--- config.mk ---
export PLATFORM = sky130hd
export DESIGN_NAME = spi_cmd_decoder
export DESIGN_NICKNAME = d
export VERILOG_FILES = /design/src/rtl/spi_cmd_pkg.sv /design/src/rtl/spi_timeout_cnt.sv /design/src/rtl/spi_cmd_decoder.sv
export SDC_FILE = /design/constraint.sdc
export NUM_CORES = 1
export LEC_CHECK = 0
export CAP_MARGIN = 5
export CELL_PAD_IN_SITES_DETAIL_PLACEMENT = 1
export CELL_PAD_IN_SITES_GLOBAL_PLACEMENT = 1
export CORE_MARGIN = 2
export CORE_UTILIZATION = 39
export DETAILED_ROUTE_END_ITERATION = 7
export PLACE_DENSITY = 0.79
export SLEW_MARGIN = 20
export SYNTH_ARGS = -nofsm -noshare
export SYNTH_HDL_FRONTEND = slang
export SYNTH_SLANG_ARGS = --single-unit
--- constraint.sdc ---
create_clock -name sclk -period 1.9 [get_ports sclk]
set_input_delay 0.285 -clock sclk [delete_from_list [all_inputs] [get_ports sclk]]
set_output_delay 0.285 -clock sclk [all_outputs]
set_load 0.02 [all_outputs]
--- src/rtl/spi_cmd_pkg.sv ---
// spi_cmd_pkg: shared types and constants for the SPI command frame decoder.
// The decoder checks a CHK byte only when the macro SPI_CMD_CHECKSUM_EN is defined.
package spi_cmd_pkg;

    // Frame parser states; CHK is only entered when the checksum byte is enabled
    typedef enum logic [1:0] {
        IDLE = 2'd0,
        CMD  = 2'd1,
        DATA = 2'd2,
        CHK  = 2'd3
    } state_e;

    // Command codes carried in the CMD byte
    localparam logic [7:0] CMD_WRITE = 8'h01;
    localparam logic [7:0] CMD_SET   = 8'h02;
    localparam logic [7:0] CMD_CLR   = 8'h03;
    localparam logic [7:0] CMD_READ  = 8'h04;

    // Framing and status bytes
    localparam logic [7:0] SYNC_BYTE  = 8'hA5;
    localparam logic [3:0] ACK_NIBBLE = 4'hA;
    localparam logic [7:0] ERR_BYTE   = 8'hEE;

    // Error codes reported on err_code
    localparam logic [1:0] ERR_NONE        = 2'd0;
    localparam logic [1:0] ERR_CHECKSUM    = 2'd1;
    localparam logic [1:0] ERR_UNKNOWN_CMD = 2'd2;
    localparam logic [1:0] ERR_ABORT       = 2'd3;

    // True for the four command codes the decoder can execute
    function automatic logic cmd_known(input logic [7:0] cmd);
        return (cmd >= CMD_WRITE) && (cmd <= CMD_READ);
    endfunction

endpackage

--- src/rtl/spi_timeout_cnt.sv ---
// spi_timeout_cnt: inter-byte timeout counter. Clears on clr, counts on en and
// raises expired once the count reaches LIMIT-1. It holds there until cleared,
// so it never wraps back to a non-expired value.
module spi_timeout_cnt #(
    parameter int unsigned LIMIT = 1024
) (
    input  logic clk,
    input  logic rst_n,
    input  logic clr,
    input  logic en,
    output logic expired
);

    localparam int unsigned CNT_W = $clog2(LIMIT);

    logic [CNT_W-1:0] count_q;
    logic [CNT_W-1:0] count_d;

    assign expired = (count_q == CNT_W'(LIMIT - 1));

    // Next count: clear wins, otherwise count up while enabled until expired
    always_comb begin
        count_d = count_q;
        if (clr) begin
            count_d = '0;
        end else if (en && !expired) begin
            count_d = count_q + 1'b1;
        end
    end

    // Counter register
    always_ff @(posedge clk or negedge rst_n) begin
        if (!rst_n) begin
            count_q <= '0;
        end else begin
            count_q <= count_d;
        end
    end

endmodule

--- src/rtl/spi_cmd_decoder.sv ---
// spi_cmd_decoder: parses SYNC, CMD, DATA[, CHK] frames from the SPI slave byte
// stream, updates the LED register and publishes a status byte for the slave's
// next MISO transfer.
// Build option SPI_CMD_CHECKSUM_EN: 4-byte frames with CHK = CMD ^ DATA.
// Without it, frames are 3 bytes and are evaluated on the DATA byte.
// Handshake: a byte is consumed on any cycle with rx_valid=1 and cs=0. There is
// no backpressure, so every strobe is used, dropped (non-sync byte in IDLE) or
// discarded by an abort (cs=1 while a frame is open).
module spi_cmd_decoder
    import spi_cmd_pkg::*;
#(
    parameter int unsigned TIMEOUT_CYCLES = 1024,
    parameter int unsigned NUM_LEDS       = 4
) (
    input  logic                sclk,
    input  logic                rst,
    input  logic                cs,
    input  logic                rx_valid,
    input  logic [7:0]          rx_data,
    output logic [NUM_LEDS-1:0] leds,
    output logic [7:0]          tx_data,
    output logic                frame_ok,
    output logic                frame_err,
    output logic [1:0]          err_code,
    output logic                busy,
    output logic [1:0]          dbg_state
);

`ifdef SPI_CMD_CHECKSUM_EN
    localparam state_e LAST_ST = CHK;
`else
    localparam state_e LAST_ST = DATA;
`endif

    state_e              state_q;
    logic [7:0]          cmd_q;
`ifdef SPI_CMD_CHECKSUM_EN
    logic [7:0]          data_q;
`endif
    logic [NUM_LEDS-1:0] leds_q;
    logic [NUM_LEDS-1:0] leds_d;
    logic [7:0]          tx_q;
    logic                ok_q;
    logic                err_q;
    logic [1:0]          code_q;

    logic                accept;
    logic                last_byte;
    logic                abort;
    logic                expired;
    logic                cnt_clr;
    logic                cnt_en;
    logic [7:0]          exec_data;
    logic [1:0]          eval_err;

    // A cs=1 strobe is never consumed. The timeout aborts only when no byte
    // arrives in the same cycle, so a late byte still rescues the frame.
    assign accept    = rx_valid && !cs;
    assign last_byte = accept && (state_q == LAST_ST);
    assign abort     = (state_q != IDLE) && (cs || (expired && !rx_valid));

    // The counter runs only while a frame is open and no byte or cs event is present
    assign cnt_clr = (state_q == IDLE) || rx_valid || cs;
    assign cnt_en  = !cnt_clr;

    spi_timeout_cnt #(
        .LIMIT(TIMEOUT_CYCLES)
    ) u_timeout (
        .clk    (sclk),
        .rst_n  (rst),
        .clr    (cnt_clr),
        .en     (cnt_en),
        .expired(expired)
    );

    // Frame evaluation on the final byte: error priority and the resulting LED value
    always_comb begin
`ifdef SPI_CMD_CHECKSUM_EN
        exec_data = data_q;
`else
        exec_data = rx_data;
`endif
        eval_err = ERR_NONE;
        if (!cmd_known(cmd_q)) begin
            eval_err = ERR_UNKNOWN_CMD;
        end
`ifdef SPI_CMD_CHECKSUM_EN
        // A bad checksum outranks an unknown command
        if (rx_data != (cmd_q ^ data_q)) begin
            eval_err = ERR_CHECKSUM;
        end
`endif
        case (cmd_q)
            CMD_WRITE: leds_d = exec_data[NUM_LEDS-1:0];
            CMD_SET:   leds_d = leds_q | exec_data[NUM_LEDS-1:0];
            CMD_CLR:   leds_d = leds_q & ~exec_data[NUM_LEDS-1:0];
            default:   leds_d = leds_q;
        endcase
    end

    // Frame FSM with registered result outputs (LEDs, status byte, pulses, error code)
    always_ff @(posedge sclk or negedge rst) begin
        if (!rst) begin
            state_q <= IDLE;
            cmd_q   <= '0;
`ifdef SPI_CMD_CHECKSUM_EN
            data_q  <= '0;
`endif
            leds_q  <= '0;
            tx_q    <= '0;
            ok_q    <= 1'b0;
            err_q   <= 1'b0;
            code_q  <= ERR_NONE;
        end else begin
            ok_q  <= 1'b0;
            err_q <= 1'b0;
            if (abort) begin
                state_q <= IDLE;
                err_q   <= 1'b1;
                code_q  <= ERR_ABORT;
                tx_q    <= ERR_BYTE;
            end else if (last_byte) begin
                state_q <= IDLE;
                if (eval_err == ERR_NONE) begin
                    ok_q   <= 1'b1;
                    code_q <= ERR_NONE;
                    leds_q <= leds_d;
                    tx_q   <= {ACK_NIBBLE, 4'(leds_d)};
                end else begin
                    err_q  <= 1'b1;
                    code_q <= eval_err;
                    tx_q   <= ERR_BYTE;
                end
            end else if (accept) begin
                case (state_q)
                    IDLE: begin
                        if (rx_data == SYNC_BYTE) begin
                            state_q <= CMD;
                        end
                    end
                    CMD: begin
                        cmd_q   <= rx_data;
                        state_q <= DATA;
                    end
`ifdef SPI_CMD_CHECKSUM_EN
                    DATA: begin
                        data_q  <= rx_data;
                        state_q <= CHK;
                    end
`endif
                    default: state_q <= IDLE;
                endcase
            end
        end
    end

    assign leds      = leds_q;
    assign tx_data   = tx_q;
    assign frame_ok  = ok_q;
    assign frame_err = err_q;
    assign err_code  = code_q;
    assign busy      = (state_q != IDLE);
    assign dbg_state = state_q;

endmodule

# Word-level counts from Yosys, hierarchy flattened

Cells that the tools add are included.

$add $sub $neg: 1
Magnitude comparators: 2
Equal/unequal tests: 8
Mux-type cells: 21
Bitwise logic cells: 5
Reduce and logical (&&, ||, !) cells: 22

Operators by type and width:

| kind                                                               | count |
|---|---|
| two-way mux 10 bit                                                 | 2 |
| equality test 8 x 2 -> 1 bit (second input constant)               | 2 |
| two-way mux 2 bit                                                  | 8 |
| two-way mux 8 bit                                                  | 2 |
| one-hot mux 4 bit (3 select lines)                                 | 1 |
| adder 10 x 1 -> 10 bit (second input constant)                     | 1 |
| equality test 10 bit (second input constant)                       | 1 |
| equality test 8 x 1 -> 1 bit (second input constant)               | 1 |
| equality test 8 bit (second input constant)                        | 1 |
| greater-or-equal comparator 8 x 1 -> 1 bit (second input constant) | 1 |
| <= comparator 8 x 3 -> 1 bit (second input constant)               | 1 |
| two-way mux 7 bit                                                  | 1 |
| logical AND 1 bit                                                  | 6 |
| two-way mux 1 bit                                                  | 6 |
| nonzero test 2 bit                                                 | 3 |
| bitwise AND 4 bit                                                  | 1 |
| logical NOT 1 bit                                                  | 4 |
| logical NOT 2 bit                                                  | 2 |
| inequality test 4 x 3 -> 1 bit (second input constant)             | 1 |
| inverter 4 bit                                                     | 1 |
| bitwise OR 4 bit                                                   | 1 |
| one-hot mux 2 bit (2 select lines)                                 | 1 |
| AND reduction 4 bit                                                | 1 |
| logical OR 1 bit                                                   | 3 |
| 6 further kinds                                                    | 7 |

Register bits after elaboration: 36
Output and inout port bits: 19
Word-level logic and storage cells: 67

# Logic depth before layout (Yosys ltp)

Gate-level depths: netlist of the first run.

Depth after elaboration: 7
Gate-level depth with buffers: 6
Mapped depth without buffers: 6

# Modules after synthesis

Synthesis of the first run repeated with hierarchy kept, for this count alone.

Cell total of the unflattened synthesis: 162
Area total of the unflattened synthesis: 1783.0 µm²

Modules (own cells, without submodules):

| module          | instances | cells each | area each (µm²) | sequential area each (µm²) |
|---|---|---|---|---|
| spi_cmd_decoder | 1         | 106        | 1217.4          | 575.6 |
| spi_timeout_cnt | 1         | 56         | 565.5           | 250.2 |

# Worst setup path after synthesis of the first run

No wires, ideal clock.

Kind: register to register
From: reg u_timeout.count_q[0]
To: reg tx_q[6] (netlist: tx_data[6])
Setup time: 0.147 ns
Arrival: 1.516 ns
Path slack: 0.238 ns
Stages on the path, launching flop included: 7
Path buffers: 0
Path through: dfrtp_1 -> ha_1 -> and3_1 -> nand4_1 -> nor2_1 -> o21ai_1 -> o21ai_0

Longest elaborated chain between the ends: 5
Elaborated cells on any way between the ends: 6
Those cells by class: eq/ne (1); mux (1); reduce/logical (4)

RTL lines:

| what                                                    | RTL line               | text |
|---|---|---|
| start, declared                                         | spi_timeout_cnt.sv:16  | `logic [CNT_W-1:0] count_q;` |
| start signal, assigned                                  | spi_timeout_cnt.sv:36  | `count_q <= count_d;` |
| equality test 10 bit *                                  | spi_timeout_cnt.sv:19  | `assign expired = (count_q == CNT_W'(LIMIT - 1));` |
| logical AND 1 bit *                                     | spi_cmd_decoder.sv:60  | `assign abort = (state_q != IDLE) && (cs \|\| (expired && !rx_valid));` |
| logical OR 1 bit *                                      | spi_cmd_decoder.sv:60  |  |
| logical AND 1 bit *                                     | spi_cmd_decoder.sv:60  |  |
| two-way mux 8 bit or nonzero test 2 bit (tied branches) | --                     |  |
| end signal, assigned                                    | spi_cmd_decoder.sv:128 | `tx_q <= {ACK_NIBBLE, 4'(leds_d)};` |
| end, declared                                           | spi_cmd_decoder.sv:42  | `logic [7:0] tx_q;` |

Mark *: on every way between the ends. The rest lies on a longest branch, timed or not.
A chain may end at the register's enable or synchronous reset.

# Worst setup path in the final report of the first run

From: reg cmd_q[4]
To: reg leds_q[3] (netlist: leds[3])

Longest elaborated chain between the ends: 5
Elaborated cells on any way between the ends: 10
Those cells by class: order compare (2); eq/ne (3); mux (2); reduce/logical (3)

RTL lines:

| what                                                                                       | RTL line               | text |
|---|---|---|
| start, declared                                                                            | spi_cmd_decoder.sv:36  | `logic [7:0] cmd_q;` |
| start signal, assigned                                                                     | spi_cmd_decoder.sv:142 | `cmd_q <= rx_data;` |
| greater-or-equal comparator 8 x 1 -> 1 bit or <= comparator 8 x 3 -> 1 bit (tied branches) | spi_cmd_pkg.sv:32      | `return (cmd >= CMD_WRITE) && (cmd <= CMD_READ);` |
| logical AND 1 bit                                                                          | spi_cmd_pkg.sv:32      |  |
| two-way mux 2 bit                                                                          | spi_cmd_decoder.sv:84  | `if (!cmd_known(cmd_q)) begin` |
| logical NOT 2 bit                                                                          | spi_cmd_decoder.sv:124 | `if (eval_err == ERR_NONE) begin` |
| AND reduction 3 bit (no line)                                                              | --                     |  |
| end signal, assigned                                                                       | spi_cmd_decoder.sv:127 | `leds_q <= leds_d;` |
| end, declared                                                                              | spi_cmd_decoder.sv:40  | `logic [NUM_LEDS-1:0] leds_q;` |

Several ways; a longest one is shown, not always the timed one.

==> results of run 1 <==
repair_timing:
item,CTS,global route
setup endpoints to repair,2,4
resized for setup,2,4
buffers inserted,0,0
hold buffers,0,0
state kept, by name, indices dropped and copies added, names as in the netlist:
name	count
cmd_q	8
dbg_state	2
err_code	1
frame_err	1
frame_ok	1
leds	4
tx_data	6
u_timeout.count_q	10
cell families after synthesis:
family	share of synthesized area, %
AO/OA/AOI/OAI	12.0
other	0.221
XOR/XNOR	3.61
multiplexers	6.48
flip-flops	48.6
adder cells (fa/ha/maj)	0.736
AND/OR/NAND/NOR	23.7
buffers and inverters	4.64
per-layer routing:
layer	wire, µm	part of all wire, %	global-route usage (%)	vias up
met5	0	0	0	-
met4	68	1.6	6.41	0
met3	134	3.1	4.47	6
met2	2390	56	35.9	20
met1	1660	39	21.4	707
li1	-	-	-	682
final timing paths:
| check | start | end | slack, ps | cells past startpoint |
|---|---|---|---|---|
| worst max-delay path | cmd_q[4]$_DFFE_PN0P_ | leds[3]$_DFFE_PN0P_ | 120 | 5 |
| worst min-delay path | rst | cmd_q[3]$_DFFE_PN0P_ | 410 | 2 |
| worst min register to register | tx_data[5]$_DFFE_PN0P_ | tx_data[5]$_DFFE_PN0P_ | 510 | 2 |
| min in group sclk | tx_data[5]$_DFFE_PN0P_ | tx_data[5]$_DFFE_PN0P_ | 510 | 2 |
| worst max register to register | cmd_q[4]$_DFFE_PN0P_ | leds[3]$_DFFE_PN0P_ | 120 | 5 |
| max in group asynchronous | rst | u_timeout.count_q[4]$_DFFE_PN0P_ | 1190 | 2 |
power breakdown:
group	total, W	switching, W	internal [W]	leakage [nW]
Clock	0.000496	0.000236	0.000260	0.0395
Combinational	0.000113	0.0000583	0.0000543	0.469
Sequential	0.000718	0.00000742	0.000711	0.460
placed cells by master, fill, tap and decap left out, types with 2 or more instances in the layout:
| master | n |
|---|---|
| sky130_fd_sc_hd__o2111a_1 | 2 |
| sky130_fd_sc_hd__a21oi_1 | 8 |
| sky130_fd_sc_hd__nand3_1 | 7 |
| sky130_fd_sc_hd__mux2_2 | 8 |
| sky130_fd_sc_hd__nor2_1 | 29 |
| sky130_fd_sc_hd__clkbuf_1 | 3 |
| sky130_fd_sc_hd__nand4_1 | 4 |
| sky130_fd_sc_hd__o21ai_1 | 2 |
| sky130_fd_sc_hd__o22ai_1 | 2 |
| sky130_fd_sc_hd__xnor2_1 | 3 |
| sky130_fd_sc_hd__and2_1 | 2 |
| sky130_fd_sc_hd__clkdlybuf4s50_1 | 28 |
| sky130_fd_sc_hd__xor2_1 | 4 |
| sky130_fd_sc_hd__a31oi_1 | 5 |
| sky130_fd_sc_hd__nand2b_1 | 2 |
| sky130_fd_sc_hd__buf_4 | 10 |
| sky130_fd_sc_hd__inv_1 | 7 |
| sky130_fd_sc_hd__clkbuf_8 | 5 |
| sky130_fd_sc_hd__nor2b_1 | 2 |
| sky130_fd_sc_hd__nor4b_1 | 2 |
| sky130_fd_sc_hd__nand3b_1 | 2 |
| sky130_fd_sc_hd__dfrtp_1 | 33 |
| sky130_fd_sc_hd__nor3_4 | 2 |
| sky130_fd_sc_hd__nor4bb_1 | 2 |
| sky130_fd_sc_hd__nand2_1 | 10 |
| sky130_fd_sc_hd__mux2i_1 | 2 |
| sky130_fd_sc_hd__nor3_1 | 2 |
| sky130_fd_sc_hd__o21ai_0 | 4 |
through the flow:
step,hold WS (ps),std cells,setup slack [ps],TNS [ps],instance area (µm²)
2_1_floorplan,-10.6,174,238,0,1700
3_3_place_gp,483,255,0.694,0,2080
3_5_place_dp,506,255,-81.6,-794,2080
4_1_cts,417,263,11.8,0,2160
5_1_grt,455,263,5.43,0,2180
6_report,406,263,116,0,2180
synthesized netlist by cell type, types with 3 or more instances:
library cell and count:
sky130_fd_sc_hd__a21oi_1 8, sky130_fd_sc_hd__a31oi_1 5, sky130_fd_sc_hd__buf_2 3, sky130_fd_sc_hd__buf_4 3
sky130_fd_sc_hd__clkbuf_1 3, sky130_fd_sc_hd__dfrtp_1 33, sky130_fd_sc_hd__inv_1 7, sky130_fd_sc_hd__mux2_2 8
sky130_fd_sc_hd__nand2_1 10, sky130_fd_sc_hd__nand3_1 7, sky130_fd_sc_hd__nand4_1 4, sky130_fd_sc_hd__nor2_1 30
sky130_fd_sc_hd__o21ai_0 4, sky130_fd_sc_hd__o21ai_1 3, sky130_fd_sc_hd__xnor2_1 3, sky130_fd_sc_hd__xor2_1 4
critical path, delay by kind of cell (launching register included):
family / cells / cell delay, ps
compound gates: 2 / 390
simple gates: 3 / 930
flops: 1 / 400
layout make-up:
type                       instances  area [µm²]  share of cell area (%)
inverter                           7        26.3                    1.20
multi-input combinational        124         817                    37.4
timing repair buffer              39         368                    16.9
sequential                        33         826                    37.8
tap                               52        65.1                    2.98
clock buffer                       8        80.1                    3.67
==> impl_metrics.env, run 1 <==
export IMPL_ctsRootBufferMaster="sky130_fd_sc_hd__clkbuf_8"
export IMPL_cpPeakStageDelay_ps=590
export IMPL_post_synth_cell_area_avg_um2=9.77
export IMPL_seq_area_frac_synth_pct=48.6
export IMPL_grtUsageTotal_pct=19.3
export IMPL_startpoint_type="register"
export IMPL_timing_hold_violations_final=0
export IMPL_number_of_cell_rows=24
export IMPL_synthesis_nets=187
export IMPL_dr_first_iter_drc_count=19
export IMPL_insertion_delay_ps=280
export IMPL_synth_edff_count=0
export IMPL_die_area_um2=4900
export IMPL_grt_first_pass_wirelength_mm=7.33
export IMPL_critical_path_class="reg -> reg"
export IMPL_antenna_diode_count=0
export IMPL_core_area_um2=4260
export IMPL_wl_per_cell_um=16.2
export IMPL_tritoncts="yes"
export IMPL_num_fill_cells=492
export IMPL_critical_path_peak_fanout=6
export IMPL_via_count=1415
export IMPL_critical_path_endpoint_type="register"
export IMPL_critical_path_slowest_cell="sky130_fd_sc_hd__or4_4"
export IMPL_maxClockFrequency_mhz=561
export IMPL_drt_pass1_iter_count=4
export IMPL_skew_ps=8.66
export IMPL_clock_tree_htree_level_count=2
export IMPL_initial_utilization_pct=39.8
export IMPL_slew_violations=0
export IMPL_final_core_util_pct=51.2
export IMPL_synthesis_area_um2=1700
export IMPL_post_layout_total_power_w=0.00133
export IMPL_power_per_cell_area_nw_per_um2=608
export IMPL_post_synth_main_area_contributors="sky130_fd_sc_hd__dfrtp_1 49%, sky130_fd_sc_hd__nor2_1 6.6%, sky130_fd_sc_hd__mux2_2 5.3%"
export IMPL_hold_path_class="in -> async"
export IMPL_numCtsBuffers=5
export IMPL_leftover_overflow_at_the_end_of_global_routing=0
export IMPL_vias_in_the_first_global_route=1550
export IMPL_wirelength_mm=4.26
export IMPL_die_w_um=70.0
export IMPL_fin_nets=223
export IMPL_synth_largest_area_cell="sky130_fd_sc_hd__dfrtp_1"
export IMPL_finalSetupViolCount=0
export IMPL_cp_cell_sequence="or4_4 > nor3_4 > a31oi_1 > o211a_1 > nor2_1"
export IMPL_synth_main_ff_cell="sky130_fd_sc_hd__dfrtp_1"
export IMPL_ratio_of_routed_vias_to_standard_cells=5.38
export IMPL_drc=0
export IMPL_vdd_ir_drop_max_uv=437
export IMPL_initial_antenna_violation_count=0
export IMPL_fin_crit_ps=1780
export IMPL_clock_sinks=33
export IMPL_pin_count_of_the_biggest_net_entering_global_routing=34
export IMPL_synth_seq_cells=33
export IMPL_dieHeight_um=70.0
export IMPL_ys_warnings_count=0
export IMPL_grt_setup_unrepaired="false"
export IMPL_netlist_cell_type_count=44
export IMPL_run_status="finished, final reports clean"
export IMPL_async_flop_share_pct=100
export IMPL_gp_routability_congestion=0.815
export IMPL_io_buffer_count=29
export IMPL_detail_route_antenna_nets=0
export IMPL_maximum_number_of_buffers_from_clock_root_to_sink=2
export IMPL_finalCritPeriodShare_pct=93.9
export IMPL_count_of_max_cap_constraint_violations=0
export IMPL_static_leakage_nw=0.969
export IMPL_worst_setup_hold_path_clk_slew_ps=70
export IMPL_cp_arrival_ps=2000
export IMPL_io_pins=31
export IMPL_worst_endpoint_required_ps=2110
export IMPL_synthesis_instances=174
export IMPL_place_detailed_hpwl_mm=3.33
export IMPL_layout_area_overhead_vs_synth_pct=28.4
export IMPL_synth_top_area_share_pct=48.6
export IMPL_post_route_cells_drive_above_1_share_pct=14.7
Note: power is estimated with default switching activity, not from simulation.
==> inputs of run 2 (changes only) <==
--- a/config.mk
+++ b/config.mk
@@ -11,6 +11,7 @@
 export CORE_MARGIN = 2
 export CORE_UTILIZATION = 39
 export DETAILED_ROUTE_END_ITERATION = 7
+export GPL_ROUTABILITY_DRIVEN = 1
 export PLACE_DENSITY = 0.79
 export SLEW_MARGIN = 20
 export SYNTH_ARGS = -nofsm -noshare
==> results of run 2 <==
No change in the layout: final DEF, timing and power equal those of run 1.
